<file path="src/rtl/fifo_stream_drain.sv">
// Drains an upstream BRAM FIFO into a ready/valid stream. Reads are credited against a skid
// buffer so that every read in flight always has a slot; m_last_o marks fixed-length bursts.
module fifo_stream_drain #(
  parameter int DATA_WIDTH   = 32,
  parameter int READ_LATENCY = 2,
  parameter int SKID_DEPTH   = 4,
  parameter int BURST_LEN    = 16
) (
  input  logic                  clk_i,
  input  logic                  rst_i,
  input  logic                  enable_i,
  input  logic                  fifo_empty_i,
  input  logic                  fifo_wr_en_i,
  output logic                  fifo_rd_en_o,
  input  logic [DATA_WIDTH-1:0] fifo_data_i,
  output logic [DATA_WIDTH-1:0] m_data_o,
  output logic                  m_valid_o,
  input  logic                  m_ready_i,
  output logic                  m_last_o,
  output logic                  busy_o
);

  localparam int PTR_W = (SKID_DEPTH > 1) ? $clog2(SKID_DEPTH) : 1;
  localparam int CNT_W = $clog2(SKID_DEPTH + READ_LATENCY + 1);
  localparam logic [PTR_W-1:0] PTR_LAST   = PTR_W'(SKID_DEPTH - 1);
  localparam logic [CNT_W-1:0] CREDIT_LIM = CNT_W'(SKID_DEPTH);
  localparam logic [CNT_W-1:0] CNT_ZERO   = {CNT_W{1'b0}};
  localparam logic [CNT_W-1:0] CNT_ONE    = CNT_W'(1);
  localparam logic [15:0]      BURST_MAX  = 16'(BURST_LEN - 1);

  typedef enum logic [1:0] {
    ST_IDLE  = 2'd0,
    ST_RUN   = 2'd1,
    ST_DRAIN = 2'd2
  } state_t;

  state_t                  state_r;
  state_t                  state_nx_s;
  logic [READ_LATENCY-1:0] tag_r;
  logic [DATA_WIDTH-1:0]   skid_mem_r [SKID_DEPTH];
  logic [PTR_W-1:0]        wr_ptr_r;
  logic [PTR_W-1:0]        rd_ptr_r;
  logic [CNT_W-1:0]        occ_r;
  logic [CNT_W-1:0]        occ_nx_s;
  logic [CNT_W-1:0]        inflight_s;
  logic [15:0]             burst_cnt_r;
  logic                    rd_en_s;
  logic                    push_s;
  logic                    pop_s;
  logic                    valid_s;
  logic                    drain_done_s;

  function automatic logic [CNT_W-1:0] tag_count(input logic [READ_LATENCY-1:0] tags);
    logic [CNT_W-1:0] acc;
    acc = CNT_ZERO;
    for (int i = 0; i < READ_LATENCY; i++) begin
      acc = acc + {{(CNT_W-1){1'b0}}, tags[i]};
    end
    return acc;
  endfunction

  function automatic logic [PTR_W-1:0] ptr_inc(input logic [PTR_W-1:0] ptr);
    logic [PTR_W-1:0] nxt;
    if (ptr == PTR_LAST) begin
      nxt = {PTR_W{1'b0}};
    end else begin
      nxt = ptr + PTR_W'(1);
    end
    return nxt;
  endfunction

  // The oldest tag marks the cycle in which the FIFO returns that read's data.
  assign inflight_s = tag_count(tag_r);
  assign push_s     = tag_r[READ_LATENCY-1];
  assign valid_s    = (occ_r != CNT_ZERO);
  assign pop_s      = valid_s & m_ready_i;

  // Read request: only while running, and only if a skid slot is reserved for the returning word.
  always_comb begin
    rd_en_s = 1'b0;
    if ((state_r == ST_RUN) && !fifo_empty_i && !fifo_wr_en_i &&
        ((inflight_s + occ_r) < CREDIT_LIM)) begin
      rd_en_s = 1'b1;
    end else begin
      rd_en_s = 1'b0;
    end
  end

  // Skid occupancy after this cycle's push/pop; simultaneous push and pop leave it unchanged.
  always_comb begin
    occ_nx_s = occ_r;
    case ({push_s, pop_s})
      2'b10:   occ_nx_s = occ_r + CNT_ONE;
      2'b01:   occ_nx_s = occ_r - CNT_ONE;
      default: occ_nx_s = occ_r;
    endcase
  end

  // Drain completes once nothing is in flight and the skid will be empty after this cycle,
  // so busy_o drops on the cycle following the final transfer.
  assign drain_done_s = (inflight_s == CNT_ZERO) && (occ_nx_s == CNT_ZERO);

  // Next-state logic.
  always_comb begin
    state_nx_s = state_r;
    case (state_r)
      ST_IDLE: begin
        if (enable_i) state_nx_s = ST_RUN;
        else          state_nx_s = ST_IDLE;
      end
      ST_RUN: begin
        if (!enable_i) state_nx_s = ST_DRAIN;
        else           state_nx_s = ST_RUN;
      end
      ST_DRAIN: begin
        if (enable_i)          state_nx_s = ST_RUN;
        else if (drain_done_s) state_nx_s = ST_IDLE;
        else                   state_nx_s = ST_DRAIN;
      end
      default: state_nx_s = ST_IDLE;
    endcase
  end

  // State register.
  always_ff @(posedge clk_i or posedge rst_i) begin
    if (rst_i) state_r <= ST_IDLE;
    else       state_r <= state_nx_s;
  end

  // Read-tag shift register; reset discards every outstanding read.
  always_ff @(posedge clk_i or posedge rst_i) begin
    if (rst_i) begin
      tag_r <= {READ_LATENCY{1'b0}};
    end else begin
      tag_r[0] <= rd_en_s;
      for (int i = 1; i < READ_LATENCY; i++) begin
        tag_r[i] <= tag_r[i-1];
      end
    end
  end

  // Skid storage; cleared on reset so m_data_o reads zero.
  always_ff @(posedge clk_i or posedge rst_i) begin
    if (rst_i) begin
      for (int i = 0; i < SKID_DEPTH; i++) begin
        skid_mem_r[i] <= {DATA_WIDTH{1'b0}};
      end
    end else if (push_s) begin
      skid_mem_r[wr_ptr_r] <= fifo_data_i;
    end
  end

  // Skid pointers and occupancy.
  always_ff @(posedge clk_i or posedge rst_i) begin
    if (rst_i) begin
      wr_ptr_r <= {PTR_W{1'b0}};
      rd_ptr_r <= {PTR_W{1'b0}};
      occ_r    <= CNT_ZERO;
    end else begin
      if (push_s) wr_ptr_r <= ptr_inc(wr_ptr_r);
      if (pop_s)  rd_ptr_r <= ptr_inc(rd_ptr_r);
      occ_r <= occ_nx_s;
    end
  end

  // Burst position; deliberately independent of the FSM so bursts span enable gaps.
  always_ff @(posedge clk_i or posedge rst_i) begin
    if (rst_i) begin
      burst_cnt_r <= 16'd0;
    end else if (pop_s) begin
      if (burst_cnt_r == BURST_MAX) burst_cnt_r <= 16'd0;
      else                          burst_cnt_r <= burst_cnt_r + 16'd1;
    end
  end

  assign fifo_rd_en_o = rd_en_s;
  assign m_valid_o    = valid_s;
  assign m_data_o     = skid_mem_r[rd_ptr_r];
  assign m_last_o     = valid_s & (burst_cnt_r == BURST_MAX);
  assign busy_o       = (state_r != ST_IDLE);

endmodule

</file>
<file path="config.mk">
export PLATFORM = sky130hd
export DESIGN_NAME = fifo_stream_drain
export DESIGN_NICKNAME = d
export VERILOG_FILES = /design/src/rtl/fifo_stream_drain.sv
export SDC_FILE = /design/constraint.sdc
export NUM_CORES = 1
export LEC_CHECK = 0
export ABC_AREA = 1
export ABC_CLOCK_PERIOD_IN_PS = 5900
export CAP_MARGIN = 0
export CORE_ASPECT_RATIO = 0.8
export CORE_UTILIZATION = 45
export DETAILED_ROUTE_END_ITERATION = 16
export MAX_ROUTING_LAYER = met4
export PLACE_DENSITY_LB_ADDON = 0.25
export SLEW_MARGIN = 20
export SYNTH_ARGS = -nofsm -noshare
export SYNTH_HDL_FRONTEND = slang
export SYNTH_SLANG_ARGS = --single-unit
</file>
<file path="constraint.sdc">
create_clock -name clk_i -period 5.9 [get_ports clk_i]
set_input_delay 1.18 -clock clk_i [delete_from_list [all_inputs] [get_ports clk_i]]
set_output_delay 1.18 -clock clk_i [all_outputs]
set_load 0.01 [all_outputs]
</file>
* Word-level counts from Yosys, hierarchy flattened
Cells that the tools add are included.
Operators by class: add/sub/neg operators 7, magnitude comparators 4, equality and inequality tests 7, multiplexer cells 16, bitwise operators 4, reductions and logical operators 12
Operator list (number):
- 128-bit bitwise mux | 1
- 32-bit two-way mux | 3
- 32-bit binary-select mux with 2-bit select | 1
- 32-bit demux with 2-bit select | 1
- 16-bit by 1-bit adder with 16-bit output (second input constant) | 1
- 16-bit by 4-bit == test with 1-bit output (second input constant) | 1
- 16-bit two-way mux | 1
- 2-bit two-way mux | 5
- 2-bit == test (second input constant) | 4
- 3-bit >= comparator (second input constant) | 2
- 3-bit logical NOT | 2
- 2-bit NOT with 3-bit output | 2
- 2-bit one-hot mux with 3 select lines | 1
- 3-bit one-hot mux with 2 select lines | 1
- 1-bit logical AND | 5
- 2-bit by 1-bit adder with 2-bit output (second input constant) | 2
- 2-bit by 1-bit == test with 1-bit output (second input constant) | 2
- 2-bit by 3-bit adder with 3-bit output | 1
- 3-bit by 1-bit adder with 3-bit output (second input constant) | 1
- 3-bit by 1-bit less-than comparator with 1-bit output (second input constant) | 1
- 3-bit less-than comparator (second input constant) | 1
- 3-bit nonzero test | 1
- 3-bit by 1-bit subtractor with 3-bit output (second input constant) | 1
- 1-bit by 1-bit adder with 2-bit output | 1
- 5 further kinds | 8
Storage, ports and cells: flip-flop bits (word level) 155, input bits 38, output and inout port bits 36, word-level logic and storage cells 60

* Depth between registers and ports, before layout
depth after elaboration 9, gate-level depth with buffers 15, depth with buffers taken out 14

* Worst setup path after synthesis
No wires, ideal clock.
path kind input port to output port, start point in fifo_empty_i, end point out fifo_rd_en_o, arrival 1.742 ns, data required time 4.720 ns, slack 2.978 ns, cell stages on the path 3, cell sequence nor3_1 > nand2_1 > nor3_1
On the way: longest elaborated chain between the ends 5
Ends and longest elaborated chain:
- start, declared | line 12 | input logic fifo_empty_i,
- 1-bit logical NOT | line 81 | if ((state_r == ST_RUN) && !fifo_empty_i && !fifo_wr_en_i &&
- 1-bit logical AND (3 in a row) | line 81
- 1-bit two-way mux | line 81
- end, declared | line 14 | output logic fifo_rd_en_o,
Every way passes these cells.

* Final worst setup path
start point reg rd_ptr_r[1], end point out m_data_o[27]
On the way: longest elaborated chain between the ends 4
Ends and longest elaborated chain:
- start, declared | line 42 | logic [PTR_W-1:0] rd_ptr_r;
- start signal, assigned | line 157 | rd_ptr_r <= {PTR_W{1'b0}};
- start signal, assigned | line 161 | if (pop_s) rd_ptr_r <= ptr_inc(rd_ptr_r);
- 2-bit NOT with 3-bit output (implied by the code) | line 178 | assign m_data_o = skid_mem_r[rd_ptr_r];
- 32-bit binary-select mux with 2-bit select | line 178
- 32-bit two-way mux (implied by the code) (2 in a row) | line 178
- end, declared | line 16 | output logic [DATA_WIDTH-1:0] m_data_o,
Every way passes these cells. The select of a mux whose other input is x is not followed.

==> flow_results.xml <==
<?xml version="1.0" encoding="UTF-8"?>
<metrics>
  <group name="yosys">
    <metric name="post-synth-top-count-cell" unit="">sky130_fd_sc_hd__nand2_1</metric>
    <metric name="postSynthNetCount" unit="">898</metric>
    <metric name="flip_flop_cell_with_the_highest_count_after_synthesis" unit="">sky130_fd_sc_hd__dfrtp_1</metric>
    <metric name="sequential_share_of_the_synthesized_area" unit="%">54.3</metric>
    <metric name="synth.ff_latch_count" unit="">155</metric>
    <metric name="synthCells" unit="">849</metric>
    <metric name="synth_cell_types" unit="">30</metric>
    <metric name="synthDominantCellAreaShare" unit="%">54.3</metric>
    <metric name="synth_area_leaders" unit="">sky130_fd_sc_hd__dfrtp_1, sky130_fd_sc_hd__nand2_1, sky130_fd_sc_hd__o21ai_0</metric>
    <metric name="proportion_of_register_bits_with_asynchronous_set_or_reset_after_synthesis" unit="%">100</metric>
    <metric name="syn-mean-instance-area" unit="um2">8.42</metric>
    <metric name="yosys_top_cell_by_area" unit="">sky130_fd_sc_hd__dfrtp_1</metric>
    <metric name="syn_area" unit="um2">7140</metric>
    <metric name="yosys_synthesis_warning_count" unit="">0</metric>
    <metric name="synth_enable_flop_cells" unit="">0</metric>
    <metric name="synth.cells.most_frequent" unit="">sky130_fd_sc_hd__nand2_1, sky130_fd_sc_hd__dfrtp_1, sky130_fd_sc_hd__o21ai_0</metric>
  </group>
  <group name="finish">
    <metric name="layout.nets" unit="">947</metric>
    <metric name="antennaDiodeCount" unit="">0</metric>
    <metric name="drive_above_1_share" unit="%">6.48</metric>
    <metric name="finalInstanceArea" unit="um2">8610</metric>
    <metric name="areaGrowthSynthToFinish" unit="%">20.5</metric>
  </group>
  <group name="grt">
    <metric name="maximum_number_of_pins_on_one_net_before_global_route_repair" unit="">76</metric>
    <metric name="antenna_found_initial" unit="">0</metric>
    <metric name="globalRouteTotalUtil" unit="%">21.7</metric>
    <metric name="grt.overflow.total" unit="">0</metric>
    <metric name="grt_first_pass_wirelength" unit="mm">26.9</metric>
    <metric name="first_global_vias" unit="">5425</metric>
  </group>
  <group name="worst_hold_path">
    <metric name="worst_min_delay_path_class" unit="">register to register</metric>
  </group>
  <group name="clocking">
    <metric name="clockBufferDepth" unit="">2</metric>
    <metric name="clock_tree_from_tritoncts" unit="">yes</metric>
    <metric name="ctsHoldBuffers" unit="">0</metric>
    <metric name="numCtsBuffers" unit="">17</metric>
    <metric name="cts_post_setup_buffers_inserted" unit="">0</metric>
    <metric name="insertion_delay" unit="ns">0.42</metric>
    <metric name="clk_root_buffer_cell" unit="">sky130_fd_sc_hd__clkbuf_16</metric>
    <metric name="post_cts_resized" unit="">0</metric>
    <metric name="num_clock_sinks" unit="">155</metric>
    <metric name="path_clk_slew" unit="ns">0.06</metric>
    <metric name="htree_levels" unit="">4</metric>
  </group>
  <group name="placed_design">
    <metric name="dp.final_hpwl" unit="mm">9.47</metric>
    <metric name="buffer_ports.inserted" unit="">73</metric>
    <metric name="dpl_worst_slack" unit="ns">1.79</metric>
    <metric name="placedInstanceArea" unit="um2">7960</metric>
    <metric name="gpl.final_weighted_congestion" unit="">0.813</metric>
  </group>
  <group name="sta">
    <metric name="timing.clock.skew" unit="ns">0.00943</metric>
    <metric name="timing.hold.ws" unit="ns">0.410</metric>
    <metric name="finalCriticalPeriod" unit="ns">4.16</metric>
    <metric name="setup_viol" unit="">0</metric>
    <metric name="final.setup.tns" unit="ns">0</metric>
    <metric name="worst_slew_margin_rel" unit="%">23.4</metric>
    <metric name="final_hold_violation_count" unit="">0</metric>
    <metric name="fmaxAchievable" unit="MHz">240</metric>
    <metric name="layout_worst_path_cycle_share" unit="%">70.5</metric>
    <metric name="rsz0062_at_grt" unit="">false</metric>
    <metric name="tightest_slew" unit="ns">1.15</metric>
    <metric name="final-max-slew-violation-count" unit="">0</metric>
    <metric name="layout_setup_ws" unit="ns">1.74</metric>
  </group>
  <group name="pwr">
    <metric name="power-per-cell-area" unit="nW/um2">544</metric>
    <metric name="fin_total_pwr" unit="mW">4.68</metric>
    <metric name="cellLeakagePower" unit="nW">4.13</metric>
    <metric name="worst_ir_drop_vdd" unit="mV">0.256</metric>
  </group>
  <group name="setup_path">
    <metric name="worst_ep_required_time" unit="ns">4.72</metric>
    <metric name="timing.critical_path.arrival" unit="ns">2.98</metric>
    <metric name="critical_path.endpoint_type" unit="">primary output</metric>
    <metric name="critical_path_launch_point_type" unit="">register</metric>
    <metric name="worstPathMaxFanout" unit="">34</metric>
    <metric name="critPathKind" unit="">register to primary output</metric>
  </group>
  <group name="route">
    <metric name="wl_met1" unit="mm">7.91</metric>
    <metric name="drt_iter0_drc" unit="">502</metric>
    <metric name="detail_route.first_pass.iterations" unit="">5</metric>
    <metric name="top_signal_layer_used" unit="">met4</metric>
    <metric name="drt-total-wl" unit="mm">15.9</metric>
    <metric name="route.vias.total" unit="">5725</metric>
    <metric name="detailroute.wirelength.met3" unit="um">803</metric>
    <metric name="drt-vias-per-instance" unit="">5.11</metric>
    <metric name="ant_nets" unit="">0</metric>
    <metric name="detailroute.wirelength.met2" unit="mm">7.07</metric>
    <metric name="remaining_drc_errors" unit="">0</metric>
    <metric name="wire_per_inst" unit="um">14.2</metric>
  </group>
  <group name="die">
    <metric name="die_w" unit="um">143</metric>
    <metric name="die_area" unit="um2">16400</metric>
    <metric name="rows" unit="">40</metric>
    <metric name="initial_utilization" unit="%">46.8</metric>
    <metric name="core_area" unit="um2">15300</metric>
    <metric name="chipHeight" unit="um">115</metric>
    <metric name="floorplan.io_pins" unit="">74</metric>
  </group>
  <group name="run_status">
    <metric name="run_status" unit="">complete, no violations</metric>
  </group>
  <group name="run">
    <metric name="cap_violations" unit="">0</metric>
  </group>
</metrics>
worst max-delay path, stage by stage, from the launching register on:
cell,delay (ns)
sky130_fd_sc_hd__dfrtp_1,0.82
sky130_fd_sc_hd__inv_2,0.73
sky130_fd_sc_hd__o21ai_0,0.21
sky130_fd_sc_hd__o22ai_1,0.22
sky130_fd_sc_hd__clkdlybuf4s50_1,0.58
metal layers:
layer	up-vias	GRT usage, %
met1	2694	30.1
li1	2875	-
met2	147	31.9
met3	9	5.44
met5	-	-
met4	0	5.52
path summary, 6_finish.rpt:
check / from / endpoint / slack, ns / depth (start not counted)
worst max-delay path: rd_ptr_r[1] / m_data_o[27] / 1.74 / 4
worst min-delay path: tag_r[0] / tag_r[1] / 0.41 / 0
worst max register to register: occ_r[0] / state_r[1] / 3.50 / 12
worst min register to register: tag_r[0] / tag_r[1] / 0.41 / 0
max in group asynchronous: rst_i / skid_mem_r[108] / 3.62 / 3
min in group asynchronous: rst_i / occ_r[1] / 1.24 / 2
through the flow:
step	utilization (%)	instances
after floorplan	-	849
after global placement	52.1	1089
after detailed placement	52.1	1089
after CTS	56.3	1120
after global routing	56.4	1120
final	56.4	1120
cells in the final DEF, fill, tap and decap left out, types with 10 or more instances in the layout:
cell type / n
sky130_fd_sc_hd__ha_1: 10
sky130_fd_sc_hd__clkbuf_16: 17
sky130_fd_sc_hd__dfrtp_1: 154
sky130_fd_sc_hd__o21ai_0: 136
sky130_fd_sc_hd__nand3_1: 18
sky130_fd_sc_hd__nand2_1: 187
sky130_fd_sc_hd__clkdlybuf4s50_1: 73
sky130_fd_sc_hd__inv_1: 61
sky130_fd_sc_hd__nor2_1: 91
sky130_fd_sc_hd__o22ai_1: 32
sky130_fd_sc_hd__o21ai_1: 62
flip-flops by register name, summed over array words and instances (netlist names):
name	count
skid_mem_r	128
burst_cnt_r	16
occ_r	3
rd_ptr_r	2
state_r	2
tag_r	2
wr_ptr_r	2
logic make-up after synthesis:
family,count (synthesis),synth area share (%)
simple gates,326,19.0
compound gates,235,17.0
flops,155,54.3
buf+inv,116,6.80
fa+ha+maj,11,2.03
xor+xnor,6,0.841
final cells by class:
class | count | area (um2)
inverter | 68 | 265
tap | 210 | 263
multi-input combinational | 578 | 2800
sequential | 155 | 3880
fill | 1399 | 6650
clock buffer | 25 | 505
clock inverter | 6 | 133
timing repair buffer | 78 | 768
power by group:
| group | switching [mW] | internal [mW] |
|---|---|---|
| Sequential | 0.301 | 1.52 |
| Combinational | 0.900 | 0.789 |
| Clock | 0.409 | 0.762 |
| Total | 1.61 | 3.07 |
(Power assumes the default switching activity.)
